File: config.mk
export PLATFORM = sky130hd
export DESIGN_NAME = xadc_sample_ctrl
export DESIGN_NICKNAME = d
export VERILOG_FILES = /design/src/rtl/xadc_sample_ctrl.sv
export SDC_FILE = /design/constraint.sdc
export NUM_CORES = 1
export LEC_CHECK = 0
export ABC_AREA = 1
export BUFFER_PORTS_ARGS = -buffer_cell sky130_fd_sc_hd__buf_4
export CAP_MARGIN = 10
export CORE_MARGIN = 2
export CORE_UTILIZATION = 57
export CTS_CLUSTER_SIZE = 12
export DETAILED_ROUTE_END_ITERATION = 10
export HOLD_SLACK_MARGIN = 0.08
export MAX_ROUTING_LAYER = met4
export PLACE_DENSITY = 0.85
export RECOVER_POWER = 25
export SETUP_SLACK_MARGIN = 0.2
export SLEW_MARGIN = 0
export SYNTH_ARGS = -nofsm -noshare
export SYNTH_HDL_FRONTEND = slang
export SYNTH_SLANG_ARGS = --single-unit
File: constraint.sdc
create_clock -name clk -period 3.3 [get_ports clk]
set_input_delay 0.165 -clock clk [delete_from_list [all_inputs] [get_ports clk]]
set_output_delay 0.165 -clock clk [all_outputs]
set_load 0.01 [all_outputs]
File: src/rtl/xadc_sample_ctrl.sv
// ---------------------------------------------------------------------------
// xadc_sample_ctrl
//   Request-side master for the XADC DRP handshake FSM. After reset it issues
//   two configuration writes, then periodic reads. Each read returns a 12-bit
//   conversion code that feeds a block average, running min/max and a
//   hysteretic over-threshold alarm.
//
// Ports
//   clk, rst        system clock, asynchronous active-high reset
//   enable          permits periodic reads (config writes ignore it)
//   clr_minmax      one-cycle pulse, reinitialises min/max
//   rd, wr          request levels towards the handshake FSM
//   addr, data_in   write address / data towards the handshake FSM
//   fsm_data        data_out of the handshake FSM
//   fsm_valid       one-cycle completion pulse of the handshake FSM
//   cfg_done        high once both configuration writes have finished
//   sample          last code (fsm_data[15:4]), sample_valid pulses with it
//   avg             last window average, avg_valid pulses with it
//   min_code        smallest sample since reset / clear
//   max_code        largest sample since reset / clear
//   alarm           hysteretic flag, evaluated on every average update
//   timeout_err     sticky, set when any transaction times out
// ---------------------------------------------------------------------------
module xadc_sample_ctrl #(
    parameter logic [6:0]  CFG_ADDR0  = 7'h40,
    parameter logic [15:0] CFG_DATA0  = 16'h0003,
    parameter logic [6:0]  CFG_ADDR1  = 7'h41,
    parameter logic [15:0] CFG_DATA1  = 16'h2000,
    parameter int          SAMPLE_DIV = 1000,
    parameter int          TIMEOUT    = 4096,
    parameter int          AVG_LOG2   = 4,
    parameter logic [11:0] ALARM_HI   = 12'hB00,
    parameter logic [11:0] ALARM_HYST = 12'h040
) (
    input  logic        clk,
    input  logic        rst,
    input  logic        enable,
    input  logic        clr_minmax,
    output logic        rd,
    output logic        wr,
    output logic [6:0]  addr,
    output logic [15:0] data_in,
    input  logic [15:0] fsm_data,
    input  logic        fsm_valid,
    output logic        cfg_done,
    output logic [11:0] sample,
    output logic        sample_valid,
    output logic [11:0] avg,
    output logic        avg_valid,
    output logic [11:0] min_code,
    output logic [11:0] max_code,
    output logic        alarm,
    output logic        timeout_err
);

    localparam int TO_W  = $clog2(TIMEOUT + 1);
    localparam int DIV_W = $clog2(SAMPLE_DIV + 1);
    localparam int ACC_W = 12 + AVG_LOG2;
    localparam int CNT_W = AVG_LOG2 + 1;
    localparam logic [TO_W-1:0]  TO_LAST  = TO_W'(TIMEOUT - 1);
    localparam logic [DIV_W-1:0] DIV_LOAD = DIV_W'(SAMPLE_DIV - 1);
    localparam logic [CNT_W-1:0] WIN_LAST = CNT_W'((1 << AVG_LOG2) - 1);
    localparam logic [11:0]      ALARM_LO = ALARM_HI - ALARM_HYST;

    typedef enum logic [2:0] {
        S_CFG0 = 3'd0,
        S_CFG1 = 3'd1,
        S_REL  = 3'd2,
        S_IDLE = 3'd3,
        S_READ = 3'd4
    } state_t;

    state_t             r_state, w_state_nxt;
    state_t             r_tgt, w_tgt_nxt;     // where REL goes next
    logic [TO_W-1:0]    r_to_cnt;
    logic [DIV_W-1:0]   r_tick;
    logic [ACC_W-1:0]   r_acc;
    logic [ACC_W-1:0]   w_sum;
    logic [CNT_W-1:0]   r_win;
    logic [11:0]        w_code;
    logic [11:0]        w_avg_new;
    logic               w_req_st, w_done, w_tmo, w_take;

    logic               r_rd, r_wr, r_cfg_done, r_sample_valid, r_avg_valid;
    logic               r_alarm, r_timeout_err;
    logic [6:0]         r_addr;
    logic [15:0]        r_data_in;
    logic [11:0]        r_sample, r_avg, r_min, r_max;

    assign w_req_st  = (r_state == S_CFG0) || (r_state == S_CFG1) || (r_state == S_READ);
    assign w_done    = w_req_st && fsm_valid;
    // a valid arriving in the last allowed cycle wins over the timeout
    assign w_tmo     = w_req_st && !fsm_valid && (r_to_cnt == TO_LAST);
    assign w_take    = (r_state == S_READ) && fsm_valid;
    assign w_code    = 12'(fsm_data >> 4);
    assign w_sum     = r_acc + ACC_W'(w_code);
    assign w_avg_new = w_sum[ACC_W-1:AVG_LOG2];

    // State and REL-target registers
    always_ff @(posedge clk or posedge rst) begin
        if (rst) begin
            r_state <= S_CFG0;
            r_tgt   <= S_CFG1;
        end else begin
            r_state <= w_state_nxt;
            r_tgt   <= w_tgt_nxt;
        end
    end

    // Next-state logic
    always_comb begin
        w_state_nxt = r_state;
        w_tgt_nxt   = r_tgt;
        case (r_state)
            S_CFG0: begin
                if (w_done || w_tmo) begin
                    w_state_nxt = S_REL;
                    w_tgt_nxt   = S_CFG1;
                end else begin
                    w_state_nxt = S_CFG0;
                end
            end
            S_CFG1: begin
                if (w_done || w_tmo) begin
                    w_state_nxt = S_REL;
                    w_tgt_nxt   = S_IDLE;
                end else begin
                    w_state_nxt = S_CFG1;
                end
            end
            S_REL:  w_state_nxt = r_tgt;
            S_IDLE: begin
                if ((r_tick == {DIV_W{1'b0}}) && enable) begin
                    w_state_nxt = S_READ;
                end else begin
                    w_state_nxt = S_IDLE;
                end
            end
            S_READ: begin
                if (w_done || w_tmo) begin
                    w_state_nxt = S_REL;
                    w_tgt_nxt   = S_IDLE;
                end else begin
                    w_state_nxt = S_READ;
                end
            end
            default: begin
                w_state_nxt = S_CFG0;
                w_tgt_nxt   = S_CFG1;
            end
        endcase
    end

    // Request outputs, registered from the next state so they track it exactly
    always_ff @(posedge clk or posedge rst) begin
        if (rst) begin
            r_rd      <= 1'b0;
            r_wr      <= 1'b0;
            r_addr    <= 7'h00;
            r_data_in <= 16'h0000;
        end else begin
            r_rd <= (w_state_nxt == S_READ);
            r_wr <= (w_state_nxt == S_CFG0) || (w_state_nxt == S_CFG1);
            case (w_state_nxt)
                S_CFG0: begin
                    r_addr    <= CFG_ADDR0;
                    r_data_in <= CFG_DATA0;
                end
                S_CFG1: begin
                    r_addr    <= CFG_ADDR1;
                    r_data_in <= CFG_DATA1;
                end
                default: begin
                    r_addr    <= r_addr;
                    r_data_in <= r_data_in;
                end
            endcase
        end
    end

    // Per-transaction timeout counter and sticky error flag
    always_ff @(posedge clk or posedge rst) begin
        if (rst) begin
            r_to_cnt      <= {TO_W{1'b0}};
            r_timeout_err <= 1'b0;
        end else begin
            if (w_state_nxt != r_state) begin
                r_to_cnt <= {TO_W{1'b0}};
            end else if (w_req_st) begin
                r_to_cnt <= r_to_cnt + TO_W'(1);
            end else begin
                r_to_cnt <= {TO_W{1'b0}};
            end
            if (w_tmo) begin
                r_timeout_err <= 1'b1;
            end
        end
    end

    // Sample-interval tick: reload on IDLE entry, count down, hold at zero
    always_ff @(posedge clk or posedge rst) begin
        if (rst) begin
            r_tick <= {DIV_W{1'b0}};
        end else if ((w_state_nxt == S_IDLE) && (r_state != S_IDLE)) begin
            r_tick <= DIV_LOAD;
        end else if ((r_state == S_IDLE) && (r_tick != {DIV_W{1'b0}})) begin
            r_tick <= r_tick - DIV_W'(1);
        end else begin
            r_tick <= r_tick;
        end
    end

    // Configuration-complete flag, set when REL hands over to IDLE
    always_ff @(posedge clk or posedge rst) begin
        if (rst) begin
            r_cfg_done <= 1'b0;
        end else if ((r_state == S_REL) && (r_tgt == S_IDLE)) begin
            r_cfg_done <= 1'b1;
        end else begin
            r_cfg_done <= r_cfg_done;
        end
    end

    // Sample capture and running min/max
    always_ff @(posedge clk or posedge rst) begin
        if (rst) begin
            r_sample       <= 12'h000;
            r_sample_valid <= 1'b0;
            r_min          <= 12'hFFF;
            r_max          <= 12'h000;
        end else begin
            r_sample_valid <= w_take;
            if (w_take) begin
                r_sample <= w_code;
                if (clr_minmax) begin
                    r_min <= w_code;
                    r_max <= w_code;
                end else begin
                    r_min <= (w_code < r_min) ? w_code : r_min;
                    r_max <= (w_code > r_max) ? w_code : r_max;
                end
            end else if (clr_minmax) begin
                r_min <= 12'hFFF;
                r_max <= 12'h000;
            end
        end
    end

    // Window accumulator, average and alarm hysteresis
    always_ff @(posedge clk or posedge rst) begin
        if (rst) begin
            r_acc       <= {ACC_W{1'b0}};
            r_win       <= {CNT_W{1'b0}};
            r_avg       <= 12'h000;
            r_avg_valid <= 1'b0;
            r_alarm     <= 1'b0;
        end else begin
            r_avg_valid <= 1'b0;
            if (w_take) begin
                if (r_win == WIN_LAST) begin
                    r_avg       <= w_avg_new;
                    r_avg_valid <= 1'b1;
                    r_acc       <= {ACC_W{1'b0}};
                    r_win       <= {CNT_W{1'b0}};
                    if (w_avg_new >= ALARM_HI) begin
                        r_alarm <= 1'b1;
                    end else if (w_avg_new < ALARM_LO) begin
                        r_alarm <= 1'b0;
                    end
                end else begin
                    r_acc <= w_sum;
                    r_win <= r_win + CNT_W'(1);
                end
            end
        end
    end

    assign rd           = r_rd;
    assign wr           = r_wr;
    assign addr         = r_addr;
    assign data_in      = r_data_in;
    assign cfg_done     = r_cfg_done;
    assign sample       = r_sample;
    assign sample_valid = r_sample_valid;
    assign avg          = r_avg;
    assign avg_valid    = r_avg_valid;
    assign min_code     = r_min;
    assign max_code     = r_max;
    assign alarm        = r_alarm;
    assign timeout_err  = r_timeout_err;

endmodule

==> impl_metrics.py, run 1 <==
metrics = {
    "run_status": {
        "outcome": "finished, final reports clean",
    },
    "global_routing": {
        "grt_max_degree": 64,
        "grtUsageTotal": 0.246,
        "grt_pass1_wl_mm": 22.1,
        "gr-total-overflow": 0,
        "grt_pass1_vias": 5001,
        "antenna_found_initial": 0,
    },
    "placed_design": {
        "dp_hpwl_mm": 9.42,
        "dpl.cell_count": 958,
        "gp_congestion": 0.922,
        "dpl-instance-area_mm2": 0.00667,
        "io_buffers": 76,
    },
    "layout": {
        "final_common_cell": "nand2_1",
        "multiInputGateArea_mm2": 0.00285,
        "final_cell_mix": "204 x nand2_1, 99 x inv_1, 94 x dfrtp_1",
        "drive_gt1_frac": 0.140,
        "fin_nets": 896,
        "n_fill_cell": 933,
        "area_growth_syn_to_layout_pct": 12.0,
        "insertedDiodeCount": 0,
        "final_area_mm2": 0.00679,
        "finalNonFillerCells": 976,
        "seqCellArea_mm2": 0.00267,
    },
    "routing": {
        "firstDrtPassIters": 5,
        "ant_nets": 0,
        "initialDrtViolationCount": 202,
        "routedWlPerCell_um": 13.1,
        "vias_per_cell": 5.24,
        "routed_wl_mm": 12.7,
        "route.vias.total": 5112,
        "drc": 0,
    },
    "hold_path": {
        "holdPathEnd": "sample_valid$_DFF_PP0_",
        "holdPathStages": 3,
        "hold_path.class": "in2reg",
        "hp-start": "fsm_valid",
    },
    "setup_path": {
        "cpMaxStageDelayCell": "nand2_1",
        "worstPathMaxFanout": 29,
        "path_class": "reg2reg",
        "r2r_cells": 8,
        "slowest_delay_ns": 0.45,
        "critPathTopFamily": "simple AND/OR/NAND/NOR gates",
        "required_ns": 3.62,
        "crit_path_cell_trace": "nor2_1 > nand2_1 > nor2_4 > inv_2 > nand2_1 > nand2_1 > nand2_1 > nand2_1",
        "cp-start-kind": "flip-flop",
        "r2r_end": "min_code[10]$_DFFE_PP1P_",
        "cp_common_cell": "nand2_1",
        "rrSetupSlack_ns": 0.88,
        "cp-end-kind": "flip-flop",
        "crit_buf_inv": 1,
        "r2r_start": "r_state[0]$_DFF_PP0_",
        "cp.arrival_ns": 2.74,
    },
    "timing": {
        "rsz0062_at_grt": "no",
        "fin_crit_ns": 2.42,
        "fin_crit_sh": 0.733,
        "slew_violations": 0,
        "fin_tns_setup_ns": 0,
        "hold_viol_final": 0,
        "worst_pin_slew_ns": 0.767,
        "whs_ns": 0.107,
        "final-setup-viol-count": 0,
        "max_slew_margin": 0.489,
        "skew_ns": 0.0124,
        "fmax_mhz": 413,
    },
    "floorplanning": {
        "io_pins": 99,
        "fp.dieH_um": 107,
        "core_area_mm2": 0.0103,
        "rows": 37,
        "die_w_um": 107,
        "start_util": 0.588,
        "design.die.area_mm2": 0.0115,
    },
    "power_and_ir_drop": {
        "powerDensity_mw_per_mm2": 371,
        "vdd_ir_drop_max_uv": 253,
        "cellLeakagePower_uw": 0.00354,
    },
    "clocking": {
        "h-tree-depth": 3,
        "cts_buffers": 9,
        "cts_buffer_depth": 2,
        "cts_root_buf": "clkbuf_8",
        "clock_latency_ns": 0.39,
        "cts_tree": "yes",
        "post_cts_resized": 0,
        "path_clk_slew_ns": 0.10,
        "clock_sinks": 106,
    },
    "synthesis": {
        "synth_cells": 762,
        "synth_top_flop_cell": "dfrtp_1",
        "synth_enable_flop_cells": 0,
        "synth.area.top_cells": "dfrtp_1 39%, nand2_1 13%, ha_1 8.0%, inv_1 6.2%, dfstp_2 5.2%",
        "ys_seq_area_frac": 0.440,
        "synthArstFlopShare": 1.00,
        "yosysUniqueCellTypes": 44,
        "synth_top_area_cell": "dfrtp_1",
        "syn_area_per_cell_um2": 7.96,
        "netlist_area_mm2": 0.00607,
        "ys_seq_elements": 106,
        "yosysWarningCount": 0,
        "synth_top_area_frac": 0.388,
    },
    "flow_run": {
        "max_cap_viol_count": 0,
    },
}
## cells in the mapped netlist (2+ instances only)
cell,count
a21o_1,2
a21oi_1,31
a22o_1,3
buf_1,4
buf_2,6
buf_4,20
clkbuf_1,5
dfrtp_1,94
dfstp_2,12
ha_1,39
inv_1,100
inv_2,4
nand2_1,204
nand2_2,3
nand3_1,49
nand4_1,9
nor2_1,53
nor2_2,13
nor2_4,3
nor3_1,7
o211ai_1,2
o21a_1,12
o21ai_0,42
o21ai_1,8
o22ai_1,2
or2_2,5
xnor2_1,8
xor2_1,6
## logic make-up after synthesis
family / Yosys count / share of synthesized area
AO/OA/AOI/OAI: 109 / 0.104
XOR/XNOR: 14 / 0.0202
adder cells (fa/ha/maj): 40 / 0.0837
buffers and inverters: 141 / 0.102
flip-flops: 106 / 0.440
other: 1 / 0.000618
AND/OR/NAND/NOR: 351 / 0.250
## worst reg2reg max path, delay by kind of cell (launching register included)
family,cells,cell delay (ns)
flip-flops,1,0.44
buffers and inverters,1,0.30
AND/OR/NAND/NOR,7,1.61
## sequential cells by signal, summed over array words and instances (netlist names)
name,count
data_in,1
r_acc,16
sample,12
avg_valid,1
wr,1
r_tick,10
r_state,3
rd,1
timeout_err,1
max_code,12
cfg_done,1
addr,2
r_to_cnt,13
alarm,1
r_tgt,1
avg,12
min_code,12
sample_valid,1
r_win,5
## where the power goes
part / internal [µW] / switching, µW
logic: 137 / 210
registers: 1360 / 33.4
clock network: 303 / 473
total: 1800 / 716
## how the worst max path moves through the flow
stage | slack, ns | from | cells after the start | endpoint
2_1_floorplan | 0.37 | rst | 1 | addr[0]$_DFFE_PP0P_
3_3_place_gp | 0.97 | r_state[0]$_DFF_PP0_ | 8 | min_code[1]$_DFFE_PP1P_
3_5_place_dp | 0.91 | r_state[0]$_DFF_PP0_ | 8 | min_code[4]$_DFFE_PP1P_
4_1_cts | 0.90 | r_state[0]$_DFF_PP0_ | 8 | min_code[10]$_DFFE_PP1P_
5_1_grt | 0.60 | r_state[0]$_DFF_PP0_ | 8 | min_code[10]$_DFFE_PP1P_
6_report | 0.88 | r_state[0]$_DFF_PP0_ | 8 | min_code[10]$_DFFE_PP1P_
## per-stage QoR
stage,total power [µW],utilization,setup slack [ns]
global route,2640,0.658,0.597
floorplan,1640,-,0.366
global placement,1760,0.646,0.971
finish,2520,0.658,0.881
detailed placement,1770,0.646,0.912
CTS,2550,0.666,0.898
## layout make-up
class | instances | area share
clock buffers | 10 | 0.0203
clock inverters | 6 | 0.00737
multi-input cells | 532 | 0.419
inverters | 105 | 0.0584
repair buffers | 81 | 0.0775
well taps | 136 | 0.0250
flip-flops and latches | 106 | 0.393
## layer usage
layer / up-vias / global-route usage / part of all wire
li1: 2540 / - / -
met1: 2430 / 0.300 / 0.45
met2: 119 / 0.411 / 0.49
met3: 23 / 0.0584 / 0.048
met4: 0 / 0.0640 / 0.015
met5: - / - / 0
## repair_timing
action,CTS,global route
buffers inserted,0,0
endpoints found under the hold margin,59,0
hold buffers,2,0
(Power assumes the default switching activity.)
==> run 2: changes to the inputs <==
Settings changed: CORE_UTILIZATION 57 to 52, PLACE_DENSITY 0.85 to 0.82.
Clock period 3.3 ns to 2.1 ns, I/O delays scaled along.
==> run 2 against run 1 <==
Effect of this change:
- final cell count is 4.5% higher
- die area is 9.2% higher
- non-clock buffer count is 34 higher
- critical path type unchanged
==> impl_metrics.py, run 2 (synthesis gave the netlist of run 1 again) <==
metrics = {
    "clocking": {
        "cts_tree": "yes",
        "clock_sinks": 106,
        "cts_root_buf": "clkbuf_16",
        "h-tree-depth": 3,
        "clock_latency_ns": 0.35,
        "path_clk_slew_ns": 0.07,
        "cts_buffer_depth": 2,
        "cts_buffers": 9,
    },
    "setup_path": {
        "crit_buf_inv": 3,
        "critPathTopFamily": "simple AND/OR/NAND/NOR gates",
        "cp-start-kind": "flip-flop",
        "crit_path_cell_trace": "inv_2 > ha_4 > nand2_2 > inv_2 > nand3_4 > nor2_4 > nand3_2 > o211ai_1 > nand2_2 > buf_6 > nand2_1 > o21ai_1",
        "r2r_start": "max_code[11]$_DFFE_PP0P_",
        "rrSetupSlack_ns": 0.11,
        "cp-end-kind": "flip-flop",
        "slowest_delay_ns": 0.37,
        "cp_num_cells": 12,
        "r2r_cells": 12,
        "worstPathMaxFanout": 7,
        "required_ns": 2.32,
        "cpMaxStageDelayCell": "dfrtp_1",
        "r2r_end": "max_code[3]$_DFFE_PP0P_",
        "cp.arrival_ns": 2.22,
        "path_class": "reg2reg",
    },
    "routing": {
        "routedWlPerCell_um": 14.7,
        "drc": 0,
        "firstDrtPassIters": 5,
        "vias_per_cell": 5.32,
        "routed_wl_mm": 15.0,
        "initialDrtViolationCount": 223,
        "ant_nets": 0,
        "route.vias.total": 5423,
    },
    "floorplanning": {
        "core_area_mm2": 0.0114,
        "rows": 39,
        "io_pins": 99,
        "start_util": 0.531,
        "fp.dieH_um": 112,
        "die_w_um": 112,
        "design.die.area_mm2": 0.0125,
    },
    "layout": {
        "top_regs": "r_acc: 16 flops, r_to_cnt: 13 flops",
        "final_cell_mix": "186 x nand2_1, 94 x dfrtp_1, 93 x inv_1",
        "top_register": "r_acc",
        "final_util": 0.669,
        "fin_nets": 933,
        "largest_register_ffs": 16,
        "drive_gt1_frac": 0.236,
        "area_growth_syn_to_layout_pct": 25.8,
        "insertedDiodeCount": 0,
        "final_common_cell": "nand2_1",
    },
    "global_routing": {
        "use_met1": 0.262,
        "antenna_found_initial": 0,
        "grt_pass1_wl_mm": 22.6,
        "grt_pass1_vias": 5158,
        "grt_use_met2": 0.392,
        "grtUsageTotal": 0.225,
        "gr-total-overflow": 0,
        "grtUsageMet3": 0.0454,
        "busiest_layer": "met2",
        "grt_max_degree": 34,
    },
    "timing": {
        "fin_crit_ns": 1.99,
        "fmax_mhz": 502,
        "worst_pin_slew_ns": 1.30,
        "hold_viol_final": 0,
        "slew_violations": 0,
        "final-setup-viol-count": 0,
        "skew_ns": 0.0129,
        "rsz0062_at_grt": "yes",
        "fin_tns_setup_ns": 0,
        "max_slew_margin": 0.128,
        "fin_crit_sh": 0.949,
    },
    "placed_design": {
        "dp_hpwl_mm": 9.79,
        "gp_congestion": 0.883,
        "io_buffers": 76,
    },
    "power_and_ir_drop": {
        "pwr-share-seq": 0.492,
        "p_clk_frac": 0.355,
        "vdd_ir_drop_max_uv": 508,
        "intPower_uw": 3300,
        "switchingPower_uw": 1160,
        "switching_share": 0.261,
        "powerDensity_mw_per_mm2": 584,
        "cellLeakagePower_uw": 0.00377,
        "p_comb_frac": 0.153,
        "design_power_total_uw": 4460,
    },
    "hold_path": {
        "hp-start": "fsm_valid",
        "holdPathEnd": "timeout_err$_DFFE_PP0P_",
        "hold_path.class": "in2reg",
        "holdPathStages": 4,
    },
    "flow_run": {
        "max_cap_viol_count": 0,
    },
    "run_status": {
        "outcome": "finished, final reports clean",
    },
}
==> run 2: timing repair <==
| item | CTS | global route |
|---|---|---|
| gates cloned | 0 | 5 |
| hold endpoints to repair | 22 | 0 |
| pin swaps | 2 | 23 |
| gates resized for setup | 6 | 104 |
| setup buffers | 2 | 17 |
| endpoints found under the setup margin | 32 | 59 |
| hold buffers | 2 | 0 |
==> run 2: layout make-up <==
| type | count | area [µm²] |
|---|---|---|
| timing repair inverter | 3 | 22.5 |
| tap | 143 | 179 |
| clock buffer | 13 | 260 |
| timing repair buffer | 115 | 805 |
| clock inverter | 3 | 15.0 |
| sequential | 106 | 2670 |
| inverter | 105 | 399 |
| multi-input combinational | 532 | 3290 |
| fill | 896 | 3780 |
==> run 2: per-layer routing <==
metal,part of all wire,vias to the layer above
li1,-,2618
met1,0.40,2602
met2,0.52,170
met3,0.060,33
met4,0.020,0
met5,0,-
==> run 2: metrics by stage <==
step                setup WS, ns  area [µm²]  cells  hold WS, ns
detailed placement        0.0927        6820    978        0.226
CTS                        0.168        7150    998        0.103
global placement           0.138        6820    978        0.216
global route              0.0350        7640   1020        0.130
finish                     0.107        7640   1020        0.113
floorplan                  0.238        6140    779        0.310
==> run 2: worst min-delay path, stage by stage <==
cell and delay (ns):
buf_4 0.11, nor2_1 0.07, nand4_4 0.09, nand2_1 0.05
==> run 2: worst max-delay path by stage <==
| stage | start | slack (ns) | endpoint |
|---|---|---|---|
| after floorplan | r_acc[0]$_DFFE_PP0P_ | 0.24 | alarm$_DFFE_PP0P_ |
| after global placement | r_acc[0]$_DFFE_PP0P_ | 0.14 | alarm$_DFFE_PP0P_ |
| after detailed placement | r_acc[0]$_DFFE_PP0P_ | 0.09 | alarm$_DFFE_PP0P_ |
| after CTS | r_state[0]$_DFF_PP0_ | 0.17 | avg[9]$_DFFE_PP0P_ |
| after global routing | max_code[11]$_DFFE_PP0P_ | 0.04 | max_code[5]$_DFFE_PP0P_ |
| final | max_code[11]$_DFFE_PP0P_ | 0.11 | max_code[3]$_DFFE_PP0P_ |
==> run 2: power by group through the flow <==
stage	Clock, µW	Sequential [µW]	Combinational (µW)
floorplan	0	2260	325
global placement	0	2230	550
detailed placement	0	2240	569
CTS	1600	2200	578
global route	1680	2200	757
finish	1580	2200	683
